==> src/rtl/ntt_mul_pipe_if.sv <==
// Operand/product bundle between the butterfly controller and the NTT multiplier.
// The master side drives operands and tags, and the slave side returns the product and the aligned valid/tag taps.
interface ntt_mul_pipe_if #(
  parameter int DATA_W = 32,
  parameter int TAG_W  = 8
);
  logic                  in_valid;
  logic [DATA_W-1:0]     a;
  logic [DATA_W-1:0]     b;
  logic [TAG_W-1:0]      in_tag;
  logic [2*DATA_W-1:0]   p;
  logic                  p_valid;
  logic [TAG_W-1:0]      p_tag;
  logic                  r_valid;
  logic [TAG_W-1:0]      r_tag;

  modport master (
    output in_valid, a, b, in_tag,
    input  p, p_valid, p_tag, r_valid, r_tag
  );

  modport slave (
    input  in_valid, a, b, in_tag,
    output p, p_valid, p_tag, r_valid, r_tag
  );
endinterface

==> src/rtl/ntt_mul_pipe.sv <==
// Three-stage unsigned half-split multiplier that feeds the modular reduction stage.
// A valid/tag delay line taps at the product and also RED_LAT cycles later, at the reduced result.
module ntt_mul_pipe #(
  parameter int DATA_W  = 32,
  parameter int TAG_W   = 8,
  parameter int RED_LAT = 3
) (
  input  logic          clk,
  input  logic          reset,
  ntt_mul_pipe_if.slave bus
);

  localparam int H     = DATA_W / 2;
  localparam int PW    = 2 * DATA_W;
  localparam int DEPTH = 3 + RED_LAT;

  logic [H-1:0]                  a_lo, a_hi, b_lo, b_hi;

  logic [DATA_W-1:0]             ll_p1_d, ll_p1_q;
  logic [DATA_W-1:0]             lh_p1_d, lh_p1_q;
  logic [DATA_W-1:0]             hl_p1_d, hl_p1_q;
  logic [DATA_W-1:0]             hh_p1_d, hh_p1_q;

  logic [DATA_W-1:0]             lo_p2_d, lo_p2_q;
  logic [DATA_W:0]               mid_p2_d, mid_p2_q;
  logic [DATA_W-1:0]             hi_p2_d, hi_p2_q;

  logic [PW-1:0]                 p_p3_d, p_p3_q;

  logic [DEPTH-1:0]              vld_d, vld_q;
  logic [DEPTH-1:0][TAG_W-1:0]   tag_d, tag_q;

  function automatic logic [DATA_W-1:0] mul_half(input logic [H-1:0] x, input logic [H-1:0] y);
    return {{H{1'b0}}, x} * {{H{1'b0}}, y};
  endfunction

  // The carry bit of mid lands at bit 2H+H, so it is kept when mid is shifted into place.
  function automatic logic [PW-1:0] recombine(input logic [DATA_W-1:0] hi,
                                              input logic [DATA_W:0]   mid,
                                              input logic [DATA_W-1:0] lo);
    return {hi, lo} + {{(H-1){1'b0}}, mid, {H{1'b0}}};
  endfunction

  assign a_lo = bus.a[H-1:0];
  assign a_hi = bus.a[DATA_W-1:H];
  assign b_lo = bus.b[H-1:0];
  assign b_hi = bus.b[DATA_W-1:H];

  always_comb begin
    // Stage 1: partial products
    ll_p1_d  = mul_half(a_lo, b_lo);
    lh_p1_d  = mul_half(a_lo, b_hi);
    hl_p1_d  = mul_half(a_hi, b_lo);
    hh_p1_d  = mul_half(a_hi, b_hi);
    // Stage 2: fold the cross terms
    lo_p2_d  = ll_p1_q;
    mid_p2_d = {1'b0, lh_p1_q} + {1'b0, hl_p1_q};
    hi_p2_d  = hh_p1_q;
    // Stage 3: full-width product
    p_p3_d   = recombine(hi_p2_q, mid_p2_q, lo_p2_q);
    vld_d    = {vld_q[DEPTH-2:0], bus.in_valid};
    tag_d    = {tag_q[DEPTH-2:0], bus.in_tag};
  end

  always_ff @(posedge clk or posedge reset) begin
    if (reset) begin
      ll_p1_q  <= '0;
      lh_p1_q  <= '0;
      hl_p1_q  <= '0;
      hh_p1_q  <= '0;
      lo_p2_q  <= '0;
      mid_p2_q <= '0;
      hi_p2_q  <= '0;
      p_p3_q   <= '0;
      vld_q    <= '0;
      tag_q    <= '0;
    end else begin
      ll_p1_q  <= ll_p1_d;
      lh_p1_q  <= lh_p1_d;
      hl_p1_q  <= hl_p1_d;
      hh_p1_q  <= hh_p1_d;
      lo_p2_q  <= lo_p2_d;
      mid_p2_q <= mid_p2_d;
      hi_p2_q  <= hi_p2_d;
      p_p3_q   <= p_p3_d;
      vld_q    <= vld_d;
      tag_q    <= tag_d;
    end
  end

  assign bus.p       = p_p3_q;
  assign bus.p_valid = vld_q[2];
  assign bus.p_tag   = tag_q[2];
  assign bus.r_valid = vld_q[DEPTH-1];
  assign bus.r_tag   = tag_q[DEPTH-1];

endmodule

==> src/flat_wrapper.sv <==
// flat-port wrapper written by rule: the top's interface ports become plain ports
module ntt_mul_pipe_flat 
#(
  parameter int DATA_W  = 32,
  parameter int TAG_W   = 8,
  parameter int RED_LAT = 3
)
  (clk, reset, bus_in_valid, bus_a, bus_b, bus_in_tag, bus_p, bus_p_valid, bus_p_tag, bus_r_valid, bus_r_tag);
  ntt_mul_pipe_if #(.DATA_W(DATA_W), .TAG_W(TAG_W)) bus_i ();
  input  logic clk;
  input  logic reset;
  input wire logic [$bits(bus_i.in_valid)-1:0] bus_in_valid;
  input wire logic [$bits(bus_i.a)-1:0] bus_a;
  input wire logic [$bits(bus_i.b)-1:0] bus_b;
  input wire logic [$bits(bus_i.in_tag)-1:0] bus_in_tag;
  output wire logic [$bits(bus_i.p)-1:0] bus_p;
  output wire logic [$bits(bus_i.p_valid)-1:0] bus_p_valid;
  output wire logic [$bits(bus_i.p_tag)-1:0] bus_p_tag;
  output wire logic [$bits(bus_i.r_valid)-1:0] bus_r_valid;
  output wire logic [$bits(bus_i.r_tag)-1:0] bus_r_tag;
  assign bus_i.in_valid = bus_in_valid;
  assign bus_i.a = bus_a;
  assign bus_i.b = bus_b;
  assign bus_i.in_tag = bus_in_tag;
  assign bus_p = bus_i.p;
  assign bus_p_valid = bus_i.p_valid;
  assign bus_p_tag = bus_i.p_tag;
  assign bus_r_valid = bus_i.r_valid;
  assign bus_r_tag = bus_i.r_tag;
  ntt_mul_pipe #(.DATA_W(DATA_W), .TAG_W(TAG_W), .RED_LAT(RED_LAT)) u_core (.clk(clk), .reset(reset), .bus(bus_i));
endmodule
==> config.mk <==
export PLATFORM = sky130hd
export DESIGN_NAME = ntt_mul_pipe_flat
export DESIGN_NICKNAME = d
export VERILOG_FILES = /design/src/rtl/ntt_mul_pipe_if.sv /design/src/rtl/ntt_mul_pipe.sv /design/src/flat_wrapper.sv
export SDC_FILE = /design/constraint.sdc
export NUM_CORES = 2
export LEC_CHECK = 0
export CAP_MARGIN = 20
export CORE_MARGIN = 1.5
export CORE_UTILIZATION = 50
export DETAILED_ROUTE_END_ITERATION = 12
export PLACE_DENSITY = 0.67
export SLEW_MARGIN = 20
export SYNTH_ARGS = -nofsm -noshare
export SYNTH_HDL_FRONTEND = slang
export SYNTH_SLANG_ARGS = --single-unit
==> constraint.sdc <==
create_clock -name clk -period 26.5 [get_ports clk]
set_clock_uncertainty 0.15 [all_clocks]
set_input_delay 3.975 -clock clk [delete_from_list [all_inputs] [get_ports clk]]
set_output_delay 3.975 -clock clk [all_outputs]
set_load 0.005 [all_outputs]
# [Word-level counts from Yosys, hierarchy flattened]
# Cells that the tools add are included.
[totals] register_bits=343 input_bits=75 output_inout_bits=82 elab_cells=21
[classes] add_sub_neg=2 mul=4
[ops] cell="$mul 16x16->32" count=4
[ops] cell="$add 64x49->64" count=1
[ops] cell="$add 32x32->33" count=1

# [Logic depth before layout (Yosys ltp)]
[depth] word_depth=1 ltp_mapped=23 mapped_depth_nobuf=22

# [Least setup slack after synthesis]
# Ideal clock, no wire load.
[synth_path] path_kind="in2reg" startpoint="input port bus_a[10]" endpoint="register u_core.lh_p1_q[31]" setup_ns=0.080 arrival_time_ns=9.623 t_required_ns=26.270 setup_slack_ns=16.648 path_stages=20 path_buffers=1 path_cell_list="clkbuf_1 -> nand2_1 -> fa_1 -> fa_1 -> fa_1 -> fa_1 -> inv_1 -> fa_1 -> inv_1 -> fa_1 -> inv_1 -> ha_1 -> and3_1 -> nor4_1 -> o21a_1 -> nor3_1 -> o41a_1 -> or4b_1 -> a31oi_1 -> xnor2_1"
[synth_between] elab_chain_len=1
[synth_lines] element="start, declared" line="flat_wrapper.sv:13" text="input wire logic [$bits(bus_i.a)-1:0] bus_a;"
[synth_lines] element="$mul 16x16->32" line="ntt_mul_pipe.sv:34" text="return {{H{1'b0}}, x} * {{H{1'b0}}, y};"
[synth_lines] element="net u_core.lh_p1_d[31]" line="ntt_mul_pipe.sv:20" text="logic [DATA_W-1:0] lh_p1_d, lh_p1_q;"
[synth_lines] element="end signal, assigned" line="ntt_mul_pipe.sv:79" text="lh_p1_q <= lh_p1_d;"
[synth_lines] element="end, declared" line="ntt_mul_pipe.sv:20"
# The timed path passes the listed nets, and every way through them passes these cells.

# [Final worst setup path]
[layout_path] startpoint="input port bus_a[28]" endpoint="register u_core.hh_p1_q[31]"
[layout_between] elab_chain_len=1
[layout_lines] element="$mul 16x16->32" line="ntt_mul_pipe.sv:34"
[layout_lines] element="net u_core.hh_p1_d[31]" line="ntt_mul_pipe.sv:22" text="logic [DATA_W-1:0] hh_p1_d, hh_p1_q;"
[layout_lines] element="end signal, assigned" line="ntt_mul_pipe.sv:81" text="hh_p1_q <= hh_p1_d;"
[layout_lines] element="end, declared" line="ntt_mul_pipe.sv:22"
# The timed path passes the listed nets, and every way through them passes these cells.

==> reports/metrics.cfg <==
[setup_path]
max_stage_delay_ns=0.69
cp_num_buf_inv=5
required_ns=26.85
path_max_fanout=32
cp_common_cell=fa_1
cp_top_family=adder cells
path_cells=clkdlybuf4s50_1 > buf_4 > nand2_1 > fa_1 > fa_1 > fa_1 > inv_1 > fa_1 > fa_1 > inv_1 > fa_1 > inv_1 > ha_1 > nand4_1 > nor2_1 > a21o_1 > o41ai_1 > a21oi_1 > o21ai_1 > a31oi_1 > and4_1 > nor3_1
endpoint_kind=register
arrival_ns=10.79
r2r_slack_ns=22.49
slowest_stage=o41ai_1
crit_path_start_kind=input pin
path_class=input pin to register

[yosys]
synth_area_leaders=fa_1, dfrtp_1, ha_1
synth.largest_area_cell=fa_1
yosysUniqueCellTypes=64
synthFlopType=dfrtp_1
ys_seq_area_share_pct=18.6
synth_area_sq_um=46100
synthCells=4812
yosysWarnings=0
ys_seq_elements=343
ys_async_sr_fraction_pct=100
synthesis.nets=6146
postSynthAreaPerCell_sq_um=9.58
synth_edf_count=0
synth_top_area_share_pct=33.8

[final_layout]
nFillCells=8118
ff_latch_area_sq_um=8580
areaGrowthSynthToFinish_pct=8.71
mostFrequentLayoutCells=inv_1, fa_1, nand2_1, and2_1, ha_1
drive_gt1_share_pct=3.13
multi_input_area_sq_um=33100
layout.nets=6190
final_common_cell=inv_1
stdcell_area_sq_um=50100

[routing]
final_antenna_net_count=0
drt-vias-per-instance=5.34
drt_drc_violations_left=0
drt-pass1-iter-count=5
drtIter0Drc=2216
avgRoutedWirePerCell_um=18.5
drt-total-wl_um=112000
vias=32436

[status]
outcome=finished, final reports clean

[timing]
fmax_ghz=0.0957
setup-tns-final_ns=0
setup_violations=0
period_needed_ns=10.44
period_share_pct=39.4
relSlewSlack_pct=41.8
drv_slew=0
worst_pin_slew_ns=0.873
fin_ws_ns=16.06
rsz0062_at_grt=false
finalHoldViolCount=0

[floorplanning]
start_util_pct=50.4
die_w_um=307
core_area_sq_um=91500
die_h_um=307
dieArea_sq_um=94100
rows=111
ios=157

[placed_design]
dpl-instance-area_sq_um=48800
place.gp.congestion=0.891
dp_hpwl_um=83300
port_buffers=156
pre_cts_slack_ns=15.58

[clocking]
ctsHoldBuffers=0
clock_sinks=343
cts_resized=0
path_clk_slew_ns=0.06
clock_latency_ns=0.59
cts_tree=done
cts_buffers=40
cts_buffer_depth=3
cts-root-buf=clkbuf_16
htreeDepth=2
postCtsSetupBuffers=0

[global_routing]
grt.total_usage_pct=25.2
antenna_found_initial=7
grt_pass1_wl_um=186000
grt_pass1_vias=34447
grt_max_degree=120
use_met1_pct=35.7
use_met2_pct=40.0
top_usage_layer=met2
grt_util_met3_pct=4.23
grt-ovfl-total=0

[flow_run]
max_cap_violations=0

[hold_path]
hp-class=register to register

-- synth_stat cells, types with 4 or more instances --
master	instances
inv_1	945
and4_1	6
nand2b_1	15
nand4_1	16
nor3_1	23
a211o_1	4
xnor2_1	115
or2_2	7
a21oi_1	139
o2111ai_1	7
a21boi_0	7
a2111oi_0	5
o21bai_1	19
a21oi_2	4
and2_1	493
nor2b_1	17
buf_4	8
o211ai_1	14
nand3_1	29
a21o_1	89
o21ai_1	5
a31o_2	5
xor2_1	58
fa_1	778
o31ai_1	9
nand2_1	632
a221oi_1	6
a31oi_1	21
dfrtp_1	343
nor2_1	102
ha_1	481
and3_1	26
o21a_1	28
o21ai_0	67
clkbuf_1	209
a211oi_1	22
nor3b_1	4
a311oi_1	4
nor4_1	7
-- state kept, by name (all words and copies together) (netlist names) --
| name | flops |
|---|---|
| u_core.lo_p2_q | 32 |
| u_core.bus.p | 64 |
| u_core.hh_p1_q | 32 |
| u_core.mid_p2_q | 33 |
| u_core.tag_d | 32 |
| u_core.hi_p2_q | 32 |
| u_core.bus.r_tag | 8 |
| u_core.hl_p1_q | 32 |
| u_core.lh_p1_q | 32 |
| u_core.ll_p1_q | 32 |
| u_core.bus.p_tag | 8 |
| u_core.vld_q | 6 |
-- final timing paths --
| path | start | end | cells past startpoint |
|---|---|---|---|
| max | bus_a[28] | u_core.hh_p1_q[31] | 22 |
| min | u_core.hh_p1_q[6] | u_core.hi_p2_q[6] | 0 |
| max reg2reg | u_core.mid_p2_q[0] | u_core.bus.p[62] | 12 |
| min reg2reg | u_core.hh_p1_q[6] | u_core.hi_p2_q[6] | 0 |
| max in group asynchronous | reset | u_core.bus.p[63] | 3 |
| min in group asynchronous | reset | u_core.bus.r_tag[3] | 2 |
-- routing by layer --
metal	vias up	part of all wire [%]
met5	-	0.032
li1	14760	-
met3	168	7.0
met2	940	45
met4	6	2.6
met1	16562	45
-- metrics by stage --
stage / cells / util, % / hold slack, ns
final: 6075 / 54.8 / 0.189
after global routing: 6072 / 54.8 / 0.191
after CTS: 6072 / 54.8 / 0.187
after detailed placement: 6000 / 53.3 / 0.185
after global placement: 6000 / 53.3 / 0.181
after floorplan: 4812 / - / 0.181
-- cell families after synthesis --
family	Yosys count	synth area share, %
AOI/OAI and AO/OA	481	6.88
adders and majority gates	1259	46.8
muxes	3	0.0651
and+or+nand+nor	1390	14.8
DFF	343	18.6
xor gates and xnor gates	173	3.29
buffers and inverters	1163	9.53
-- final cells by class --
cell class                 instances  share of cell area, %
multi-input combinational       3306                   66.1
sequential                       343                   17.1
inverter                         945                   7.09
timing repair buffer             220                   4.01
tap                             1186                   2.96
clock buffer                      54                   2.18
clock inverter                    18                  0.524
antenna                            3                 0.0150
Power is not shown: default switching activity piles up to over one toggle a cycle in this logic, so the estimate is an artifact.
